File: config.mk
export PLATFORM = sky130hd
export DESIGN_NAME = bcd_scan_display_flat
export DESIGN_NICKNAME = d
export VERILOG_FILES = /design/src/rtl/bcd_scan_display_if.sv /design/src/rtl/bcd_scan_display.sv /design/src/flat_wrapper.sv
export SDC_FILE = /design/constraint.sdc
export NUM_CORES = 1
export LEC_CHECK = 0
export ABC_AREA = 1
export CAP_MARGIN = 20
export CORE_ASPECT_RATIO = 0.7
export CORE_MARGIN = 1
export CORE_UTILIZATION = 57
export DETAILED_ROUTE_END_ITERATION = 12
export HOLD_SLACK_MARGIN = 0.06
export PLACE_DENSITY = 0.78
export SLEW_MARGIN = 30
export SYNTH_ARGS = -nofsm -noshare
export SYNTH_HDL_FRONTEND = slang
export SYNTH_SLANG_ARGS = --single-unit
File: constraint.sdc
create_clock -name clk -period 2.7 [get_ports clk]
set_clock_uncertainty 0.2 [all_clocks]
set_input_delay 0.405 -clock clk [delete_from_list [all_inputs] [get_ports clk]]
set_output_delay 0.405 -clock clk [all_outputs]
set_load 0.05 [all_outputs]
File: src/rtl/bcd_scan_display_if.sv
// bcd_scan_display_if
//   Bundles the load/convert handshake and the multiplexed display lines of
//   bcd_scan_display.
//   master : drives load, bin_in, dp_in, blank_lz, bright; observes status and display
//   slave  : the display block itself
//   Signals:
//     load      single-cycle convert request
//     bin_in    binary value to convert (BIN_W bits)
//     dp_in     decimal-point mask, bit i = digit i
//     blank_lz  1 = blank leading zeros
//     bright    per-slot on-time, 0 = dimmest, all-ones = full
//     busy      conversion in progress
//     ovf       committed value does not fit in DIGITS decimal digits
//     seg       segments a..g (bit0 = a), active high
//     dp        decimal point, active high
//     an        digit enables, one-hot active low, bit 0 = rightmost digit
interface bcd_scan_display_if #(
    parameter int BIN_W    = 12,
    parameter int DIGITS   = 4,
    parameter int BRIGHT_W = 3
);
    logic                load;
    logic [BIN_W-1:0]    bin_in;
    logic [DIGITS-1:0]   dp_in;
    logic                blank_lz;
    logic [BRIGHT_W-1:0] bright;
    logic                busy;
    logic                ovf;
    logic [6:0]          seg;
    logic                dp;
    logic [DIGITS-1:0]   an;

    modport master (
        output load, bin_in, dp_in, blank_lz, bright,
        input  busy, ovf, seg, dp, an
    );

    modport slave (
        input  load, bin_in, dp_in, blank_lz, bright,
        output busy, ovf, seg, dp, an
    );
endinterface

File: src/rtl/bcd_scan_display.sv
// bcd_scan_display
//   Converts a binary value to BCD with a sequential double-dabble engine
//   (one bit per clock) and scans the result onto a DIGITS-wide multiplexed
//   common-anode 7-segment display with overflow dashes, leading-zero
//   blanking, per-digit decimal points and PWM brightness.
//   Ports:
//     clk    system clock
//     rst_n  asynchronous reset, active low
//     bus    bcd_scan_display_if.slave (load/bin_in/dp_in/blank_lz/bright in,
//            busy/ovf/seg/dp/an out)
module bcd_scan_display #(
    parameter int BIN_W    = 12,
    parameter int DIGITS   = 4,
    parameter int SCAN_DIV = 12000,
    parameter int BRIGHT_W = 3
) (
    input  logic               clk,
    input  logic               rst_n,
    bcd_scan_display_if.slave  bus
);

    localparam int BCD_W = 4 * DIGITS;
    localparam int CNT_W = $clog2(BIN_W + 1);
    localparam int IDX_W = (DIGITS > 1) ? $clog2(DIGITS) : 1;
    localparam int PRE_W = (SCAN_DIV > 1) ? $clog2(SCAN_DIV) : 1;
    localparam int LIM_W = PRE_W + BRIGHT_W + 2;
    localparam logic [LIM_W-1:0] SLOT_UNIT = LIM_W'(SCAN_DIV >> BRIGHT_W);

    localparam logic [0:0] ST_IDLE  = 1'b0;
    localparam logic [0:0] ST_SHIFT = 1'b1;

    // Converter state
    logic [0:0]        state_r;
    logic [CNT_W-1:0]  cnt_r;
    logic [BIN_W-1:0]  data_r;
    logic [BCD_W-1:0]  scratch_r;
    logic              ovf_scr_r;
    logic [DIGITS-1:0] dp_cap_r;

    // Committed display contents
    logic [BCD_W-1:0]  disp_r;
    logic [DIGITS-1:0] dp_reg_r;
    logic              ovf_r;

    // Scan state and registered outputs
    logic [PRE_W-1:0]  presc_r;
    logic [IDX_W-1:0]  idx_r;
    logic [6:0]        seg_r;
    logic              dp_r;
    logic [DIGITS-1:0] an_r;

    // Combinational helpers
    logic [BCD_W-1:0]  adj_s;
    logic [BCD_W-1:0]  scr_nx_s;
    logic [BIN_W-1:0]  data_nx_s;
    logic              carry_s;
    logic [3:0]        nib_s;
    logic              dp_sel_s;
    logic              blank_s;
    logic              zero_above_s;
    logic [LIM_W-1:0]  lim_s;
    logic              on_s;
    logic [6:0]        seg_nx_s;
    logic [DIGITS-1:0] an_nx_s;
    logic              dp_nx_s;

    function automatic logic [6:0] seg7_decode(input logic [3:0] n);
        logic [6:0] s;
        case (n)
            4'd0:    s = 7'h3F;
            4'd1:    s = 7'h06;
            4'd2:    s = 7'h5B;
            4'd3:    s = 7'h4F;
            4'd4:    s = 7'h66;
            4'd5:    s = 7'h6D;
            4'd6:    s = 7'h7D;
            4'd7:    s = 7'h07;
            4'd8:    s = 7'h7F;
            4'd9:    s = 7'h6F;
            default: s = 7'h3F;  // A..F are unreachable; show them as 0
        endcase
        return s;
    endfunction

    // Double-dabble adjust: every nibble >= 5 gets +3 before the shift
    always_comb begin
        adj_s = scratch_r;
        for (int i = 0; i < DIGITS; i++) begin
            if (scratch_r[4*i +: 4] >= 4'd5) begin
                adj_s[4*i +: 4] = scratch_r[4*i +: 4] + 4'd3;
            end else begin
                adj_s[4*i +: 4] = scratch_r[4*i +: 4];
            end
        end
    end

    // The bit leaving the top nibble means the value needs more than DIGITS digits
    assign {carry_s, scr_nx_s, data_nx_s} = {adj_s, data_r, 1'b0};

    // Converter FSM: capture on load, BIN_W shift cycles, then commit
    always_ff @(posedge clk or negedge rst_n) begin
        if (!rst_n) begin
            state_r   <= ST_IDLE;
            cnt_r     <= {CNT_W{1'b0}};
            data_r    <= {BIN_W{1'b0}};
            scratch_r <= {BCD_W{1'b0}};
            ovf_scr_r <= 1'b0;
            dp_cap_r  <= {DIGITS{1'b0}};
            disp_r    <= {BCD_W{1'b0}};
            dp_reg_r  <= {DIGITS{1'b0}};
            ovf_r     <= 1'b0;
        end else begin
            case (state_r)
                ST_IDLE: begin
                    if (bus.load) begin
                        data_r    <= bus.bin_in;
                        dp_cap_r  <= bus.dp_in;
                        scratch_r <= {BCD_W{1'b0}};
                        ovf_scr_r <= 1'b0;
                        cnt_r     <= CNT_W'(BIN_W);
                        state_r   <= ST_SHIFT;
                    end
                end
                ST_SHIFT: begin
                    scratch_r <= scr_nx_s;
                    data_r    <= data_nx_s;
                    ovf_scr_r <= ovf_scr_r | carry_s;
                    cnt_r     <= cnt_r - CNT_W'(1);
                    if (cnt_r == CNT_W'(1)) begin
                        disp_r   <= scr_nx_s;
                        ovf_r    <= ovf_scr_r | carry_s;
                        dp_reg_r <= dp_cap_r;
                        state_r  <= ST_IDLE;
                    end
                end
                default: state_r <= ST_IDLE;
            endcase
        end
    end

    // Prescaler and digit index for the multiplex scan
    always_ff @(posedge clk or negedge rst_n) begin
        if (!rst_n) begin
            presc_r <= {PRE_W{1'b0}};
            idx_r   <= {IDX_W{1'b0}};
        end else if (presc_r == PRE_W'(SCAN_DIV - 1)) begin
            presc_r <= {PRE_W{1'b0}};
            idx_r   <= (idx_r == IDX_W'(DIGITS - 1)) ? {IDX_W{1'b0}} : idx_r + IDX_W'(1);
        end else begin
            presc_r <= presc_r + PRE_W'(1);
        end
    end

    // Select the scanned nibble; a digit is a leading zero if it and all above are zero
    always_comb begin
        nib_s        = 4'd0;
        dp_sel_s     = 1'b0;
        blank_s      = 1'b0;
        zero_above_s = 1'b1;
        for (int i = DIGITS - 1; i >= 0; i--) begin
            zero_above_s = zero_above_s & (disp_r[4*i +: 4] == 4'd0);
            nib_s    = (idx_r == IDX_W'(i)) ? disp_r[4*i +: 4] : nib_s;
            dp_sel_s = (idx_r == IDX_W'(i)) ? dp_reg_r[i] : dp_sel_s;
            blank_s  = (idx_r == IDX_W'(i)) ? (zero_above_s && (i != 0)) : blank_s;
        end
    end

    // PWM window: digit lit for the first (bright+1) units of each slot
    assign lim_s = (LIM_W'(bus.bright) + LIM_W'(1)) * SLOT_UNIT;
    assign on_s  = (LIM_W'(presc_r) < lim_s);

    // Next segment pattern: dark, dashes on overflow, blanked, or decoded digit
    always_comb begin
        if (!on_s) begin
            seg_nx_s = 7'h00;
        end else if (ovf_r) begin
            seg_nx_s = 7'h40;
        end else if (bus.blank_lz && blank_s) begin
            seg_nx_s = 7'h00;
        end else begin
            seg_nx_s = seg7_decode(nib_s);
        end
    end

    assign an_nx_s = on_s ? ~(DIGITS'(1) << idx_r) : {DIGITS{1'b1}};
    assign dp_nx_s = on_s & dp_sel_s;

    // Display output registers
    always_ff @(posedge clk or negedge rst_n) begin
        if (!rst_n) begin
            seg_r <= 7'h00;
            dp_r  <= 1'b0;
            an_r  <= {DIGITS{1'b1}};
        end else begin
            seg_r <= seg_nx_s;
            dp_r  <= dp_nx_s;
            an_r  <= an_nx_s;
        end
    end

    assign bus.busy = (state_r == ST_SHIFT);
    assign bus.ovf  = ovf_r;
    assign bus.seg  = seg_r;
    assign bus.dp   = dp_r;
    assign bus.an   = an_r;

endmodule

File: src/flat_wrapper.sv
// flat-port wrapper written by rule: the top's interface ports become plain ports
module bcd_scan_display_flat 
#(
    parameter int BIN_W    = 12,
    parameter int DIGITS   = 4,
    parameter int SCAN_DIV = 12000,
    parameter int BRIGHT_W = 3
)
  (clk, rst_n, bus_load, bus_bin_in, bus_dp_in, bus_blank_lz, bus_bright, bus_busy, bus_ovf, bus_seg, bus_dp, bus_an);
  bcd_scan_display_if #(.BIN_W(BIN_W), .DIGITS(DIGITS), .BRIGHT_W(BRIGHT_W)) bus_i ();
  input  logic clk;
  input  logic rst_n;
  input wire logic [$bits(bus_i.load)-1:0] bus_load;
  input wire logic [$bits(bus_i.bin_in)-1:0] bus_bin_in;
  input wire logic [$bits(bus_i.dp_in)-1:0] bus_dp_in;
  input wire logic [$bits(bus_i.blank_lz)-1:0] bus_blank_lz;
  input wire logic [$bits(bus_i.bright)-1:0] bus_bright;
  output wire logic [$bits(bus_i.busy)-1:0] bus_busy;
  output wire logic [$bits(bus_i.ovf)-1:0] bus_ovf;
  output wire logic [$bits(bus_i.seg)-1:0] bus_seg;
  output wire logic [$bits(bus_i.dp)-1:0] bus_dp;
  output wire logic [$bits(bus_i.an)-1:0] bus_an;
  assign bus_i.load = bus_load;
  assign bus_i.bin_in = bus_bin_in;
  assign bus_i.dp_in = bus_dp_in;
  assign bus_i.blank_lz = bus_blank_lz;
  assign bus_i.bright = bus_bright;
  assign bus_busy = bus_i.busy;
  assign bus_ovf = bus_i.ovf;
  assign bus_seg = bus_i.seg;
  assign bus_dp = bus_i.dp;
  assign bus_an = bus_i.an;
  bcd_scan_display #(.BIN_W(BIN_W), .DIGITS(DIGITS), .SCAN_DIV(SCAN_DIV), .BRIGHT_W(BRIGHT_W)) u_core (.clk(clk), .rst_n(rst_n), .bus(bus_i));
endmodule
==> results.py <==
metrics = {
    "setup_path": {
        "path_cells": "buf_8, buf_6, ha_4, xnor2_4, buf_6, fa_1, ha_4, ha_1, a21oi_2, inv_1, nand2_1, nand3_1, xor2_1, ha_1, nand2_1, inv_1, nand2_1, nand2_2, nand2_4, nand2_4, a21oi_1",
        "path_buf_inv": 5,
        "worstSetupPathType": "in2reg",
        "timing.critical_path.mode_cell": "nand2_1",
        "critPathLaunchType": "input port",
        "crit_fanout": 4,
        "critPathTopFamily": "adder cells",
        "slowest_delay_ns": 0.45,
        "required_ns": 2.76,
        "cp-end-kind": "register",
        "crit_slowest_cell": "fa_1",
        "worstPathArrival_ns": 3.73,
    },
    "outcome": {
        "failed_checks": "setup timing",
        "outcome": "complete, but fails checks",
    },
    "floorplan": {
        "die_area_mm2": 0.00950,
        "die_width_um": 116,
        "coreArea_mm2": 0.00865,
        "dieHeight_um": 81.9,
        "rows": 28,
        "ios": 37,
        "start_util": 0.600,
    },
    "synthesis": {
        "ys_types": 39,
        "syn-cell-area_mm2": 0.00519,
        "syn_nets": 703,
        "syn_inst": 623,
        "synth-edff-count": 0,
        "synth_seq_area_share": 0.420,
        "synthArstFlopShare": 1.00,
        "ys_warn_count": 0,
        "ys.flop_type": "dfrtp_1",
        "synth-seq-cells": 87,
        "synth_area_per_cell_um2": 8.34,
    },
    "pwr": {
        "p_int_mw": 3.49,
        "switching_power_mw": 2.47,
        "power.clock.fraction": 0.194,
        "switching_share": 0.415,
        "power.density_mw_per_mm2": 910,
        "seq_power_share": 0.347,
        "pwr-share-comb": 0.459,
        "leakage_nw": 3.16,
        "irDropWorstVdd_mv": 0.596,
    },
    "grt": {
        "antenna_found_initial": 0,
        "overflow": 0,
        "grt_pass1_vias": 4258,
        "grt_util_all_layers": 0.289,
        "grt_pass1_wl_um": 20600,
        "grt_max_degree": 50,
    },
    "sta": {
        "rsz0062_at_grt": "yes",
        "maxSlewHeadroom": 0.612,
        "fin_ws_ns": -0.974,
        "finalSetupTns_ns": -11.26,
        "fin_crit_sh": 1.36,
        "setup_viol": 12,
        "final_max_slew_viol_count": 0,
        "min_period_ns": 3.67,
        "worst_pin_slew_ns": 0.582,
        "hold_viol_final": 0,
        "max_freq_mhz": 272,
    },
    "place": {
        "dp_hpwl_um": 9050,
        "post-place-ws_ns": -1.76,
        "routabilityCongestion": 0.890,
        "portBuffers": 36,
    },
    "cells_and_area": {
        "final_common_cell": "nand2_1",
        "diodes": 0,
        "mostFrequentLayoutCells": "nand2_1, dfrtp_1, inv_1",
        "drive_gt1_frac": 0.171,
        "area_growth_pct": 26.2,
        "final_nets": 777,
    },
    "clocking": {
        "clkTransAtPathRegs_ns": 0.06,
        "insertion_delay_ns": 0.34,
        "cts.htree.levels": 3,
        "cts.sinks": 87,
        "cts_root_buf": "clkbuf_16",
        "numCtsBuffers": 9,
        "cts_tree": "built",
        "clockBufferDepth": 2,
    },
    "job": {
        "drv_cap": 0,
    },
    "detailed_routing": {
        "routed_wl_um": 12700,
        "vias_per_cell": 5.54,
        "wl_per_cell_um": 15.4,
        "route.detailed.drc": 0,
        "drtIter0Drc": 322,
        "vias": 4550,
        "firstDrtPassIters": 5,
        "ant_nets": 0,
    },
    "hold_path": {
        "min_path_type": "reg2reg",
    },
}
==> layout make-up <==
cell class,instances,area (um^2)
fill,626,2100
clock buffer,11,243
tap,120,150
multi-input combinational,437,2930
timing repair buffer,77,689
sequential,87,2180
inverter,85,328
clock inverter,4,31.3
==> state kept, by name, indices dropped and copies added (netlist names), 2 cells and up <==
signal,count
u_core.presc_r,14
u_core.dp_cap_r,4
u_core.data_r,12
u_core.disp_r,16
u_core.cnt_r,4
u_core.idx_r,2
u_core.dp_reg_r,4
u_core.bus.seg,7
u_core.scratch_r,16
u_core.bus.an,4
==> metrics by stage <==
step	instances	area [um^2]	power, mW	util	hold WS (ns)
floorplan	623	5330	3.80	-	-0.0906
global placement	798	6040	4.50	0.698	0.209
detailed placement	798	6040	4.62	0.698	0.214
CTS	819	6460	5.86	0.747	0.262
global route	821	6560	6.41	0.758	0.294
finish	821	6560	5.96	0.758	0.261
==> per-layer routing <==
layer  share of wire  vias to the layer above  global-route usage
met5               0                        -                   0
met4           0.010                        0              0.0744
met3           0.074                       11              0.0642
met2            0.44                      178               0.435
met1            0.47                     2176               0.420
li1                -                     2185                   -
==> worst register-to-register path, stage by stage, from the launching register on <==
cell	delay (ns)
dfrtp_1	0.38
inv_1	0.10
ha_1	0.32
nor2_1	0.23
nand2_1	0.07
nand2_1	0.09
nand2_1	0.07
nand2_1	0.08
nand2_1	0.16
inv_1	0.13
ha_1	0.17
inv_1	0.04
nand2_1	0.05
nand2_1	0.06
o21ai_0	0.28
a21oi_2	0.05
==> worst paths after layout <==
check                                             from                                to  slack (ns)  depth (start not counted)
max                                      bus_bright[0]       u_core.bus.seg[6]$_DFF_PN0_       -0.97                         21
min                        u_core.presc_r[0]$_DFF_PN0_       u_core.presc_r[0]$_DFF_PN0_        0.26                          1
max reg2reg                u_core.idx_r[0]$_DFFE_PN0N_       u_core.bus.seg[3]$_DFF_PN0_        0.08                         15
min reg2reg                u_core.presc_r[0]$_DFF_PN0_       u_core.presc_r[0]$_DFF_PN0_        0.26                          1
max in group asynchronous                        rst_n  u_core.scratch_r[10]$_DFFE_PN0P_        1.27                          3
min in group asynchronous                        rst_n       u_core.bus.seg[1]$_DFF_PN0_        0.38                          2
==> cell usage after synthesis (all sizes together), types with 2 or more instances <==
library cell / count / share of area
clkbuf: 9 / 0.0065
nand3b: 2 / 0.0029
xor2: 12 / 0.020
a211oi: 3 / 0.0043
nor2: 40 / 0.033
o211ai: 4 / 0.0058
a22oi: 4 / 0.0058
dfrtp: 83 / 0.40
o22ai: 16 / 0.019
o21ai: 56 / 0.054
dfstp: 4 / 0.020
xnor2: 7 / 0.012
a21oi: 39 / 0.038
nand4: 3 / 0.0036
or2: 3 / 0.0036
buf: 6 / 0.0063
ha: 51 / 0.12
nand3: 25 / 0.025
nand2: 145 / 0.11
inv: 85 / 0.061
fa: 6 / 0.023
nor3: 9 / 0.0087
o221ai: 3 / 0.0051
==> power groups by stage <==
stage | combinational (mW) | sequential (mW) | clock [mW]
3_3_place_gp | 2.44 | 2.06 | 0
6_report | 2.74 | 2.07 | 1.16
5_1_grt | 3.07 | 2.11 | 1.23
2_1_floorplan | 1.57 | 2.23 | 0
4_1_cts | 2.63 | 2.06 | 1.17
3_5_place_dp | 2.54 | 2.08 | 0
==> kinds of logic after synthesis <==
logic type,synth area share
buffers and inverters,0.0742
XOR/XNOR,0.0320
AO/OA/AOI/OAI,0.139
flip-flops,0.420
multiplexers,0.00193
adder cells (fa/ha/maj),0.146
AND/OR/NAND/NOR,0.187
==> timing repair <==
action,4_1_cts,5_1_grt
buffers inserted,4,2
pin swaps,20,10
resized for setup,35,12
endpoints found under the hold margin,34,0
endpoints found under the setup margin,12,12
hold buffers,1,0
cloned,1,0
Power figures use the tool's default switching activity.
